[src/rtl/alu_pkg.sv]
// Shared ALU op-code constants and arbiter FSM state type.
// Op codes must match the encoding produced by the decode-side alu_op generation.
package alu_pkg;

    localparam logic [3:0] ALU_ADD  = 4'h0;
    localparam logic [3:0] ALU_SLL  = 4'h1;
    localparam logic [3:0] ALU_SLT  = 4'h2;
    localparam logic [3:0] ALU_SLTU = 4'h3;
    localparam logic [3:0] ALU_XOR  = 4'h4;
    localparam logic [3:0] ALU_SRL  = 4'h5;
    localparam logic [3:0] ALU_OR   = 4'h6;
    localparam logic [3:0] ALU_AND  = 4'h7;
    localparam logic [3:0] ALU_SUB  = 4'h8;
    localparam logic [3:0] ALU_SRA  = 4'hD;

    typedef enum logic {
        ST_IDLE = 1'b0,
        ST_BUSY = 1'b1
    } arb_state_e;

    function automatic logic [1:0] port_onehot(input logic port);
        return port ? 2'b10 : 2'b01;
    endfunction

endpackage

[src/rtl/alu.sv]
// Purely combinational XLEN-wide ALU shared by the execute stage and branch/address unit.
// Shifts are always logical; the SRA encoding is served by the logical right shift.
module alu
    import alu_pkg::*;
#(
    parameter int XLEN = 32,
    parameter int SHW  = $clog2(XLEN)
) (
    input  logic [3:0]      op,
    input  logic [XLEN-1:0] a,
    input  logic [XLEN-1:0] b,
    output logic [XLEN-1:0] result
);

    logic [SHW-1:0] shamt;

    assign shamt = b[SHW-1:0];

    always_comb begin
        // NOTE: default assignment first so every path drives result; no latch is inferred.
        result = '0;
        case (op)
            ALU_ADD:          result = a + b;
            ALU_SUB:          result = a - b;
            ALU_SLL:          result = a << shamt;
            ALU_SRL, ALU_SRA: result = a >> shamt;
            ALU_SLT:          result = {{(XLEN-1){1'b0}}, ($signed(a) < $signed(b))};
            ALU_SLTU:         result = {{(XLEN-1){1'b0}}, (a < b)};
            ALU_XOR:          result = a ^ b;
            ALU_OR:           result = a | b;
            ALU_AND:          result = a & b;
            default:          result = '0;
        endcase
    end

endmodule

[src/rtl/alu_share_arb.sv]
// Two-port arbiter in front of one shared ALU with a single registered result slot.
// Define ALU_ARB_RR_EN for round-robin arbitration; otherwise port 0 has fixed priority.
module alu_share_arb
    import alu_pkg::*;
#(
    parameter int XLEN = 32,
    parameter int SHW  = $clog2(XLEN)
) (
    input  logic            clk,
    input  logic            rst_n,
    input  logic [1:0]      req_valid,
    output logic [1:0]      req_ready,
    input  logic [3:0]      req_op0,
    input  logic [XLEN-1:0] req_a0,
    input  logic [XLEN-1:0] req_b0,
    input  logic [3:0]      req_op1,
    input  logic [XLEN-1:0] req_a1,
    input  logic [XLEN-1:0] req_b1,
    output logic [1:0]      rsp_valid,
    input  logic [1:0]      rsp_ready,
    output logic [XLEN-1:0] rsp_result,
    output logic            rsp_zero
);

    arb_state_e      state_q;
    logic            owner_q;
    logic [1:0]      rsp_valid_q;
    logic [XLEN-1:0] result_q;
    logic            zero_q;
`ifdef ALU_ARB_RR_EN
    logic            rr_ptr_q;
`endif

    logic            slot_free;
    logic            gnt_valid;
    logic            gnt_port;
    logic [3:0]      sel_op;
    logic [XLEN-1:0] sel_a;
    logic [XLEN-1:0] sel_b;
    logic [XLEN-1:0] alu_result;

    // The slot frees in the same cycle the owner drains, allowing back-to-back grants.
    always_comb begin
        slot_free = (state_q == ST_IDLE) || rsp_ready[owner_q];
        gnt_port  = ~req_valid[0];
`ifdef ALU_ARB_RR_EN
        if (req_valid == 2'b11) begin
            gnt_port = rr_ptr_q;
        end
`endif
        gnt_valid = slot_free && (req_valid != 2'b00);
    end

    assign req_ready = (gnt_valid && rst_n) ? port_onehot(gnt_port) : 2'b00;

    assign sel_op = gnt_port ? req_op1 : req_op0;
    assign sel_a  = gnt_port ? req_a1  : req_a0;
    assign sel_b  = gnt_port ? req_b1  : req_b0;

    alu #(
        .XLEN (XLEN),
        .SHW  (SHW)
    ) u_alu (
        .op     (sel_op),
        .a      (sel_a),
        .b      (sel_b),
        .result (alu_result)
    );

    always_ff @(posedge clk or negedge rst_n) begin
        if (!rst_n) begin
            state_q     <= ST_IDLE;
            owner_q     <= 1'b0;
            rsp_valid_q <= 2'b00;
            result_q    <= '0;
            zero_q      <= 1'b1;
`ifdef ALU_ARB_RR_EN
            rr_ptr_q    <= 1'b0;
`endif
        end else begin
            // NOTE: non-blocking assignments so every register samples pre-edge values.
            case (state_q)
                ST_IDLE: begin
                    if (gnt_valid) begin
                        state_q <= ST_BUSY;
                    end
                end
                ST_BUSY: begin
                    if (!gnt_valid && rsp_ready[owner_q]) begin
                        state_q <= ST_IDLE;
                    end
                end
                default: state_q <= ST_IDLE;
            endcase

            if (gnt_valid) begin
                owner_q     <= gnt_port;
                result_q    <= alu_result;
                zero_q      <= (alu_result == '0);
                rsp_valid_q <= port_onehot(gnt_port);
`ifdef ALU_ARB_RR_EN
                rr_ptr_q    <= ~gnt_port;
`endif
            end else if (state_q == ST_BUSY && rsp_ready[owner_q]) begin
                rsp_valid_q <= 2'b00;
            end
        end
    end

    assign rsp_valid  = rsp_valid_q;
    assign rsp_result = result_q;
    assign rsp_zero   = zero_q;

endmodule

[config.mk]
export PLATFORM = sky130hd
export DESIGN_NAME = alu_share_arb
export DESIGN_NICKNAME = d
export VERILOG_FILES = /design/src/rtl/alu_pkg.sv /design/src/rtl/alu.sv /design/src/rtl/alu_share_arb.sv
export SDC_FILE = /design/constraint.sdc
export NUM_CORES = 1
export LEC_CHECK = 0
export BUFFER_PORTS_ARGS = -buffer_cell sky130_fd_sc_hd__buf_2
export CAP_MARGIN = 15
export CORE_AREA = 2 2 207 209
export DETAILED_ROUTE_END_ITERATION = 6
export DIE_AREA = 0 0 209 211
export PLACE_DENSITY = 0.49
export SYNTH_ARGS = -nofsm -noshare
export SYNTH_HDL_FRONTEND = slang
export SYNTH_HIERARCHICAL = 1
export SYNTH_SLANG_ARGS = --single-unit
[constraint.sdc]
create_clock -name clk -period 1.8 [get_ports clk]
set_clock_uncertainty 0.15 [all_clocks]
set_input_delay 0.18 -clock clk [delete_from_list [all_inputs] [get_ports clk]]
set_output_delay 0.18 -clock clk [all_outputs]
set_load 0.05 [all_outputs]
==> results of run 1 <==
-- critical path, delay by kind of cell --
kind | cells | cell delay (ns)
AOI/OAI and AO/OA | 3 | 0.47
adders and majority gates | 1 | 0.20
buffers and inverters | 3 | 0.33
muxes | 2 | 0.47
and+or+nand+nor | 8 | 2.40
-- layout make-up --
type,count,share of cell area [%]
Multi-Input combinational cell,1121,55.7
Timing Repair Buffer,767,32.6
Sequential cell,37,4.93
Tap cell,539,3.58
Inverter,98,2.19
Clock buffer,5,0.665
Clock inverter,3,0.346
Antenna cell,2,0.0266
-- power by group --
| part | total [uW] | internal, uW | switching, uW |
|---|---|---|---|
| Combinational | 9960 | 4580 | 5380 |
| Clock | 1140 | 791 | 351 |
| Sequential | 1230 | 1080 | 153 |
| Total | 12300 | 6450 | 5890 |
-- repair_timing --
| action | CTS | global route |
|---|---|---|
| buffers inserted | 58 | 45 |
| cloned | 9 | 3 |
| endpoints found under the hold margin | 36 | 0 |
| hold buffers | 1 | 0 |
| pin swaps | 91 | 65 |
| gates resized for setup | 309 | 156 |
| endpoints found under the setup margin | 35 | 35 |
-- kinds of logic (layout without fill, tap and decap cells) --
family / Yosys count / in the layout
xor+xnor: 19 / 19
flops: 37 / 37
fa+ha+maj: 99 / 99
other cells: 0 / 2
mux: 194 / 194
compound gates: 440 / 440
buf+inv: 206 / 873
simple gates: 369 / 369
-- state kept, by name, indices dropped and copies added, names as in the netlist --
name,cells
rsp_result,32
rsp_valid,2
owner_q,1
rsp_zero,1
state_q,1
-- stage by stage --
step	cells	setup WS [ns]	hold WS, ns
after floorplan	1364	-2.33	-0.266
after global placement	2468	-2.68	-0.111
after detailed placement	2468	-2.76	-0.109
after CTS	2536	-2.10	0.00895
after global routing	2571	-2.28	0.0322
final	2572	-2.18	0.0156
-- layer usage --
metal	GRT usage [%]	up-vias	wire length (um)
met2	43.9	674	28100
li1	-	6444	-
met4	14.0	0	3880
met1	32.1	6781	24400
met5	0	-	0
met3	3.42	153	3950
-- layout by cell type, fill, tap and decap left out, drive strengths merged, types with 12 or more instances in the layout --
master	count
a211oi	26
a21o	15
a21oi	116
a221oi	18
a31oi	15
buf	761
dfrtp	36
ha	97
inv	96
mux2	111
mux2i	49
mux4	34
nand2	88
nand2b	13
nand3	23
nor2	131
nor2b	15
nor3	27
nor4	20
o211ai	14
o21ai	107
o221ai	15
o31ai	12
xnor2	17
-- how the worst min path moves through the flow --
| stage | end | start | depth (start not counted) |
|---|---|---|---|
| floorplan | owner_q | rst_n | 0 |
| global placement | rsp_valid[0] | rst_n | 1 |
| detailed placement | rsp_valid[0] | rst_n | 1 |
| CTS | state_q | req_valid[1] | 3 |
| global route | state_q | req_valid[1] | 3 |
| finish | state_q | req_valid[1] | 3 |
==> metrics, run 1 <==
standard cell with the maximum stage delay on the critical path=sky130_fd_sc_hd__or4_4; internal reg-to-reg setup slack=0.07 ns; final worst slack=-2.18 ns; R2R depth=4; multiplexer fraction of the synthesized cell area=24.4%; post-synthesis area per instance=7.59 um^2; area of the die=44100 um^2; root buffer cell=sky130_fd_sc_hd__clkbuf_16; Post-DP Area=15600 um^2; height of the chip=211 um; number of global-route vias before repair=13900; Final HPWL DP=47.2 mm; FFs w/ async S/R, synth=100%; CTS Buffer Depth=2; endpoint of the lowest-slack register-to-register path=rsp_result[6]; starting density of the core=24.8%; maximum number of pins on one net before global-route repair=57; Final Core Density=45.1%; total global-route track usage=26.0%; Sequential Area=927 um^2; worst path required time=1.88 ns; setup violators final=33; transition time of the tightest slew-check pin=0.560 ns; number of synthesized flops with an enable pin=0; net count after synthesis=1605; count of nets left with antenna violations after detail routing=0; Boundary Pins=179; initial antenna violation count=1; area occupied by multi-input gates=10500 um^2; max-slew headroom at the worst pin=62.4%; TritonCTS clock tree=done; Synth Warn #=6; biggest area contributors in the synthesized netlist=sky130_fd_sc_hd__ha_1 12%, sky130_fd_sc_hd__mux2_2 12%, sky130_fd_sc_hd__dfrtp_1 8.7%, sky130_fd_sc_hd__mux4_2 7.4%, sky130_fd_sc_hd__a21oi_1 5.5%; post-synthesis xor/xnor area fraction=1.61%; via density per instance=5.46; PortBufs=178; synth unique cells=88; share of synthesized cell area in and, or, nand and nor gates=16.8%; most frequently used flop master after synthesis=sky130_fd_sc_hd__dfrtp_1; worst min-delay path class=in2reg; crit path from=req_valid[0]; clock transition time at the flip-flop clock pins of the worst setup and hold paths=0.06 ns; global-route wire length before repair=86.8 mm; reg-to-reg startpoint=owner_q; horizontal extent of the die=209 um; via count of the routed design=14100; cell-by-cell listing of the critical path=buf_16, buf_8, mux2_4, inv_4, ha_4, or4_4, or3_4, nand3b_1, a41oi_4, o31ai_4, nand3_1, o21ai_1, or4_4, nor4_4, nand4_1, nor2_1, mux2_4; RSZ-0062 raised after global routing=true; maximum vdd drop=0.387 mV; Max Clk Rate=251 MHz; # nets final=2271; number of remaining DRC errors=0; Max-Cap Viols=0; area growth from synthesis to layout=81.6%; Final Cycle Share=221%; crit path capture=rsp_zero; placeable core area=41800 um^2; wirelength, routed=60.4 mm; path type of the worst setup path=in2reg; Setup crit end kind=flip-flop; final hold violation count=0; startpoint class of the critical path=input pin; Critical Path Fanout Max=6; portion of synthesized cell area occupied by the leading cell type=11.7%; std cell rows=75; slowest cell delay on critical path=0.53 ns; post-synthesis share of cell area spent on full adders, half adders and majority gates=12.1%; dominant combinational cell family by area after synthesis=compound AO/OA/AOI/OAI gates; routability-driven placement congestion ratio=1.04; total power density per cell area=656 nW/um^2; Final Critical Period=3.98 ns; cell with the most instances after synthesis=sky130_fd_sc_hd__nor2_1; synthesized-area fraction occupied by ao, oa, aoi and oai cells=28.0%; Yosys reg bits=37; Initial DRC Count=1286; DR WL/cell=23.5 um; endpoint arrival time on the critical path=4.06 ns; Filler cells=4138; fraction of layout instances using a drive strength above 1=58.6%; total congestion overflow after global routing=0; number of cells produced by synthesis=1364; CTS buffer count=5; cell types with the highest counts after synthesis=131 x sky130_fd_sc_hd__nor2_1, 114 x sky130_fd_sc_hd__a21oi_1, 107 x sky130_fd_sc_hd__mux2_2, 97 x sky130_fd_sc_hd__ha_1, 92 x sky130_fd_sc_hd__inv_1; Synth Cell Area=10400 um^2; run status=complete, but fails checks; maximum level of the CTS H-tree=2; final count of pins violating max slew=0; failing checks=setup timing; TritonRoute pass-1 iters=5; fraction of the yosys area taken by sequential cells=8.95%; post-route cell area=18800 um^2; Total Power=12300 uW; clock latency of the later-clocked register in the worst-skew pair=0.28 ns; post-synth top area cell=sky130_fd_sc_hd__ha_1; summed negative setup slack over all endpoints=-53.63 ns; clk sink count=37; leakage power total=0.00867 uW
Note: power is estimated with default switching activity, not from simulation.
==> inputs of run 2 (changes only) <==
Settings changed: SKIP_CTS_REPAIR_TIMING set to 1.
==> run 2 against run 1 <==
  * The run still ends with setup timing left
  * Fmax rose by 2.1%
  * Sequential cell count stayed put
  * Die area is the same
  * Worst hold slack gained 0.0053 ns
  * Combinational power shrank 4.7%
  * Critical path type unchanged
  * Core utilization fell by 2.1 points
  * First-iteration DRC count down 7.9%
  * Critical endpoint unchanged
  * Cell count down 1.7%
==> metrics, run 2 (synthesized netlist as in run 1, its figures left out) <==
run status=complete, but fails checks; failing checks=setup timing; clock latency of the later-clocked register in the worst-skew pair=0.28 ns (about the same); total congestion overflow after global routing=0 (unchanged); std cell rows=75 (unchanged); number of remaining DRC errors=0 (unchanged); via count of the routed design=13700 (-2.5%); endpoint of the lowest-slack register-to-register path=rsp_result[1]; clk sink count=37 (unchanged); total global-route track usage=24.5% (-1.5 points); area occupied by multi-input gates=10200 um^2 (-2.3%); crit path capture=rsp_zero; PortBufs=178 (unchanged); count of nets left with antenna violations after detail routing=0 (unchanged); Max-Cap Viols=0 (unchanged); total power density per cell area=661 nW/um^2 (+0.74%); flip-flop count of the largest register after layout=32 (unchanged); post-route cell area=18000 um^2 (-4.6%); CTS Buffer Depth=2 (unchanged); Critical Path Fanout Max=8 (+2); Final HPWL DP=47.2 mm (unchanged); maximum number of pins on one net before global-route repair=57 (unchanged); maximum vdd drop=0.386 mV (-0.24%); global-route wire length before repair=81.7 mm (-5.9%); final std cells w/o fill=2527 (-1.7%); initial antenna violation count=1 (unchanged); path type of the worst setup path=in2reg; final worst slack=-2.10 ns (+0.0825 ns); final count of pins violating max slew=0 (unchanged); placed cell count=2468 (unchanged); TritonCTS clock tree=done; area growth from synthesis to layout=73.3%; starting density of the core=24.8% (unchanged); RSZ-0062 raised after global routing=true; Sequential Area=927 um^2 (unchanged); area of the die=44100 um^2 (unchanged); startpoint class of the critical path=input pin; leading cell type in the layout, fill and taps excluded=sky130_fd_sc_hd__buf_4; # nets final=2227 (-1.9%); maximum level of the CTS H-tree=2 (unchanged); Max Clk Rate=256 MHz (+2.1%); Filler cells=4238 (+2.4%); worst min-delay path class=in2reg; Boundary Pins=179 (unchanged); height of the chip=211 um (unchanged); CTS buffer count=5 (unchanged); endpoint arrival time on the critical path=3.97 ns (-0.09 ns); worst path required time=1.87 ns (about the same); Final Core Density=43.0% (-2.1 points); DR WL/cell=23.2 um (-1.2%); Final Critical Period=3.90 ns (-0.0825 ns); placeable core area=41800 um^2 (unchanged); TritonRoute pass-1 iters=6 (+1); Setup crit end kind=flip-flop; Post-DP Area=15600 um^2 (unchanged); reg-to-reg startpoint=owner_q; R2R depth=4 (unchanged); Total Power=11900 uW (-3.9%); Final Hold Slack=0.0210 ns (+0.00534 ns); horizontal extent of the die=209 um (unchanged); setup violators final=33 (unchanged); transition time of the tightest slew-check pin=0.581 ns (+0.0210 ns); Final Cycle Share=217% (-4.6 points); source of the worst hold timing path=req_valid[1]; clock transition time at the flip-flop clock pins of the worst setup and hold paths=0.06 ns (about the same); routability-driven placement congestion ratio=1.04 (unchanged); number of global-route vias before repair=13100 (-6.0%); wirelength, routed=58.6 mm (-2.9%); commonest non-fill, non-tap cells in the layout=485 x sky130_fd_sc_hd__buf_4, 175 x sky130_fd_sc_hd__buf_2, 119 x sky130_fd_sc_hd__nor2_1; max-slew headroom at the worst pin=60.9% (-1.4 points); crit path from=req_valid[0]; leakage power total=0.00822 uW (-5.2%); fraction of layout instances using a drive strength above 1=56.3% (-2.4 points); internal reg-to-reg setup slack=0.09 ns (+0.02 ns); final hold violation count=0 (unchanged); via density per instance=5.42 (-0.79%); root buffer cell=sky130_fd_sc_hd__clkbuf_16; Initial DRC Count=1184 (-7.9%)
## run 2: cell types whose count changed in the layout (fill, tap and decap cells not counted), sizes merged
cell,delta
buf,-48
bufbuf,-1
clkbuf,+5
diode,-1
## run 2: how the worst min path moves through the flow
stage / end / slack [ns] / cells after the start
after floorplan: owner_q / -0.27 / 0
after global placement: rsp_valid[0] / -0.11 / 1
after detailed placement: rsp_valid[0] / -0.11 / 1
after CTS: rsp_result[31] / -0.41 / 1
after global routing: state_q / 0.03 / 3
final: state_q / 0.02 / 3
## run 2: area by class of cell
| type | count | share of cell area, % |
|---|---|---|
| Antenna cell | 1 | 0.0139 |
| Clock inverter | 3 | 0.362 |
| Tap cell | 539 | 3.76 |
| Multi-Input combinational cell | 1121 | 57.0 |
| Timing Repair Buffer | 723 | 30.8 |
| Inverter | 98 | 2.20 |
| Sequential cell | 37 | 5.16 |
| Clock buffer | 5 | 0.697 |
## run 2: worst max-delay path: stages
cell and delay [ns]:
sky130_fd_sc_hd__buf_16 0.16, sky130_fd_sc_hd__buf_12 0.15, sky130_fd_sc_hd__mux2_2 0.39, sky130_fd_sc_hd__inv_1 0.16
sky130_fd_sc_hd__ha_4 0.25, sky130_fd_sc_hd__nor4_4 0.26, sky130_fd_sc_hd__buf_4 0.18, sky130_fd_sc_hd__nand4_1 0.13
sky130_fd_sc_hd__nor3_2 0.18, sky130_fd_sc_hd__buf_4 0.17, sky130_fd_sc_hd__o21ai_4 0.07, sky130_fd_sc_hd__and2_4 0.16
sky130_fd_sc_hd__o211ai_1 0.26, sky130_fd_sc_hd__buf_4 0.20, sky130_fd_sc_hd__o2111ai_2 0.13, sky130_fd_sc_hd__buf_4 0.19
sky130_fd_sc_hd__nor4_2 0.25, sky130_fd_sc_hd__nand4_1 0.21, sky130_fd_sc_hd__nor2_1 0.14, sky130_fd_sc_hd__mux2_2 0.15
## run 2: per-stage QoR
| step | TNS, ns | setup slack (ns) |
|---|---|---|
| floorplan | -54.45 | -2.33 |
| global placement | -73.28 | -2.68 |
| detailed placement | -74.21 | -2.76 |
| CTS | -65.01 | -2.46 |
| global route | -55.62 | -2.18 |
| finish | -53.61 | -2.10 |
## run 2: routing by layer
metal	share of wire [%]	track usage, %
met5	0	0
met4	6.1	12.0
met3	5.8	2.42
met2	47	41.7
met1	41	31.0
## run 2: where the power goes
group	switching, uW	internal (uW)	total (uW)	leakage (uW)
Combinational	5210	4280	9490	0.00766
Clock	346	791	1140	0.0000938
Sequential	149	1080	1230	0.000469
Total	5710	6150	11900	0.00822
==> inputs of run 3 (changes only) <==
Settings changed: REMOVE_ABC_BUFFERS set to 1.
==> run 3 against run 2 <==
  * The flow still finishes with violations (setup timing)
  * Core utilization down 0.53 points
  * Non-clock buffer count up 1
  * Worst hold slack worse by 0.016 ns
  * Largest power group unchanged
==> metrics, run 3 (synthesized netlist as in run 1, its figures left out) <==
source of the worst hold timing path=req_valid[1]; Net Sw Frac=49.4% (+1.3 points); horizontal extent of the die=209 um (unchanged); starting density of the core=24.8% (unchanged); via density per instance=5.39 (-0.56%); Filler cells=4205 (-0.78%); worst path required time=1.89 ns (+0.02 ns); failing checks=setup timing; Boundary Pins=179 (unchanged); path type of the worst setup path=in2reg; area growth from synthesis to layout=71.2%; routability-driven placement congestion ratio=0.968 (-6.9%); clk sink count=37 (unchanged); cell internal power dissipation=5830 uW (-5.3%); total congestion overflow after global routing=0 (unchanged); via count of the routed design=13600 (-0.56%); DR WL/cell=23.5 um (+1.3%); maximum level of the CTS H-tree=2 (unchanged); cell-by-cell listing of the critical path=clkbuf_16, buf_12, mux2_4, inv_4, ha_4, or4_4, or3_4, a2111oi_4, nor4_4, o21ai_2, a21oi_4, o211a_1, a221o_1, a21o_1, nor4_4, nand4_1, nor2_1, mux2_2; busiest grt layer=met2; reg-to-reg startpoint=owner_q; clock network fraction of design power=7.6% (-2.0 points); Final Critical Period=3.99 ns (+0.0922 ns); startpoint class of the critical path=input pin; Initial DRC Count=1147 (-3.1%); Final Cycle Share=222% (+5.1 points); transition time of the tightest slew-check pin=0.632 ns (+0.0507 ns); final worst slack=-2.19 ns (-0.0922 ns); wirelength, routed=59.4 mm (+1.3%); final std cells w/o fill=2527 (unchanged); run status=complete, but fails checks; maximum number of pins on one net before global-route repair=87 (+53%); maximum vdd drop=0.767 mV (+99%); total global-route track usage=24.9% (+0.42 points); initial antenna violation count=0 (-1); CTS Buffer Depth=2 (unchanged); count of nets left with antenna violations after detail routing=0 (unchanged); height of the chip=211 um (unchanged); leading cell type in the layout, fill and taps excluded=sky130_fd_sc_hd__buf_4; proportion of power drawn by flip-flops and latches=10.7% (+0.3 points); part of the power in combinational logic=81.7% (+1.7 points); std cell rows=75 (unchanged); total net switching power=5700 uW (-0.19%); commonest non-fill, non-tap cells in the layout=478 x sky130_fd_sc_hd__buf_4, 175 x sky130_fd_sc_hd__buf_2, 123 x sky130_fd_sc_hd__nor2_1; Max Clk Rate=251 MHz (-2.3%); family with the most delay on the worst path=compound AO/OA/AOI/OAI gates; most common cell type on the critical path=sky130_fd_sc_hd__nor4_4; fraction of layout instances using a drive strength above 1=55.6% (-0.68 points); slowest cell delay on critical path=0.53 ns (+0.14 ns); flip-flop count of the largest register after layout=32 (unchanged); Total Power=11500 uW (-2.8%); crit path from=req_valid[0]; root buffer cell=sky130_fd_sc_hd__clkbuf_16; clock transition time at the flip-flop clock pins of the worst setup and hold paths=0.06 ns (about the same); Critical Path Fanout Max=6 (-2); met1 capacity usage during global routing=33.8% (+2.8 points); # nets final=2228 (+0.045%); post-route cell area=17700 um^2 (-1.2%); TritonRoute pass-1 iters=5 (-1); final hold violation count=0 (unchanged); GR Util met2=40.3% (-1.3 points); standard cell with the maximum stage delay on the critical path=sky130_fd_sc_hd__or4_4; global-route wire length before repair=83.0 mm (+1.6%); Post-DP Area=15400 um^2 (-1.7%); leakage power total=0.00823 uW (+0.16%); number of remaining DRC errors=0 (unchanged); placed cell count=2473 (+0.20%); worst min-delay path class=in2reg; worst path bufs/invs=3 (-4); number of global-route vias before repair=13100 (+0.62%); PortBufs=178 (unchanged); RSZ-0062 raised after global routing=true; endpoint arrival time on the critical path=4.08 ns (+0.11 ns); CTS buffer count=5 (unchanged); total power density per cell area=650 nW/um^2 (-1.6%); Max-Cap Viols=0 (unchanged); routing usage on met3=3.00% (+0.58 points); Setup crit end kind=flip-flop; max-slew headroom at the worst pin=57.9% (-3.0 points); TritonCTS clock tree=done; Final HPWL DP=46.7 mm (-0.91%); area of the die=44100 um^2 (unchanged); placeable core area=41800 um^2 (unchanged); final count of pins violating max slew=0 (unchanged); setup violators final=34 (+3.0%); number of antenna diodes=0 (-1); clock latency of the later-clocked register in the worst-skew pair=0.30 ns (+0.02 ns)
[run 3: changes by cell type in the layout (fill, tap and decap cells not counted), sizes merged]
cell	delta
bufinv	-2
clkbuf	+2
buf	-1
clkinv	+1
diode	-1
dlygate4sd3	+1
[run 3: stage by stage]
stage                     TNS (ns)  utilization (%)  hold slack (ns)  setup WS [ns]
after floorplan             -77.23                -           -0.266          -3.02
after global placement      -74.63             36.8          -0.0649          -3.01
final                       -52.04             42.5          0.00515          -2.19
after CTS                   -66.46             37.1           -0.383          -2.82
after global routing        -54.93             42.5           0.0230          -2.29
after detailed placement    -75.50             36.8          -0.0632          -3.11
[run 3: routing by layer]
metal  routed length, um  share of wire, %  vias up
li1                    -                 -     6338
met1               25900                44     6604
met2               27000                45      557
met3                3750               6.3      121
met4                2810               4.7        0
met5                   0                 0        -
[run 3: worst paths after layout]
kind / end / slack, ns / cells past startpoint
setup / recovery: rsp_zero / -2.19 / 18
hold reg to reg: rsp_valid[0] / 0.35 / 1
min in group asynchronous: rsp_valid[1] / 0.31 / 3
max in group asynchronous: rsp_result[10] / 0.32 / 3
hold / removal: state_q / 0.005 / 3
setup reg to reg: rsp_result[0] / 0.02 / 5
[run 3: final cells by class]
| type | count | area, um^2 | share of cell area (%) |
|---|---|---|---|
| Multi-Input combinational cell | 1121 | 10100 | 56.8 |
| Timing Repair Buffer | 724 | 5550 | 31.3 |
| Sequential cell | 37 | 927 | 5.23 |
| Tap cell | 539 | 674 | 3.80 |
| Inverter | 98 | 380 | 2.14 |
| Clock buffer | 6 | 129 | 0.727 |
| Clock inverter | 2 | 10.0 | 0.0564 |
[run 3: power by group through the flow]
stage / logic (uW) / clock network, uW / registers, uW
CTS: 7980 / 901 / 1220
finish: 9420 / 878 / 1230
global route: 9950 / 929 / 1260
detailed placement: 7940 / 0 / 1230
global placement: 7950 / 0 / 1230
floorplan: 3240 / 0 / 2070
[run 3: worst min-delay path, delay by kind of cell]
kind	cells	cell delay [ns]
simple gates	2	0.14
buf+inv	1	0.10
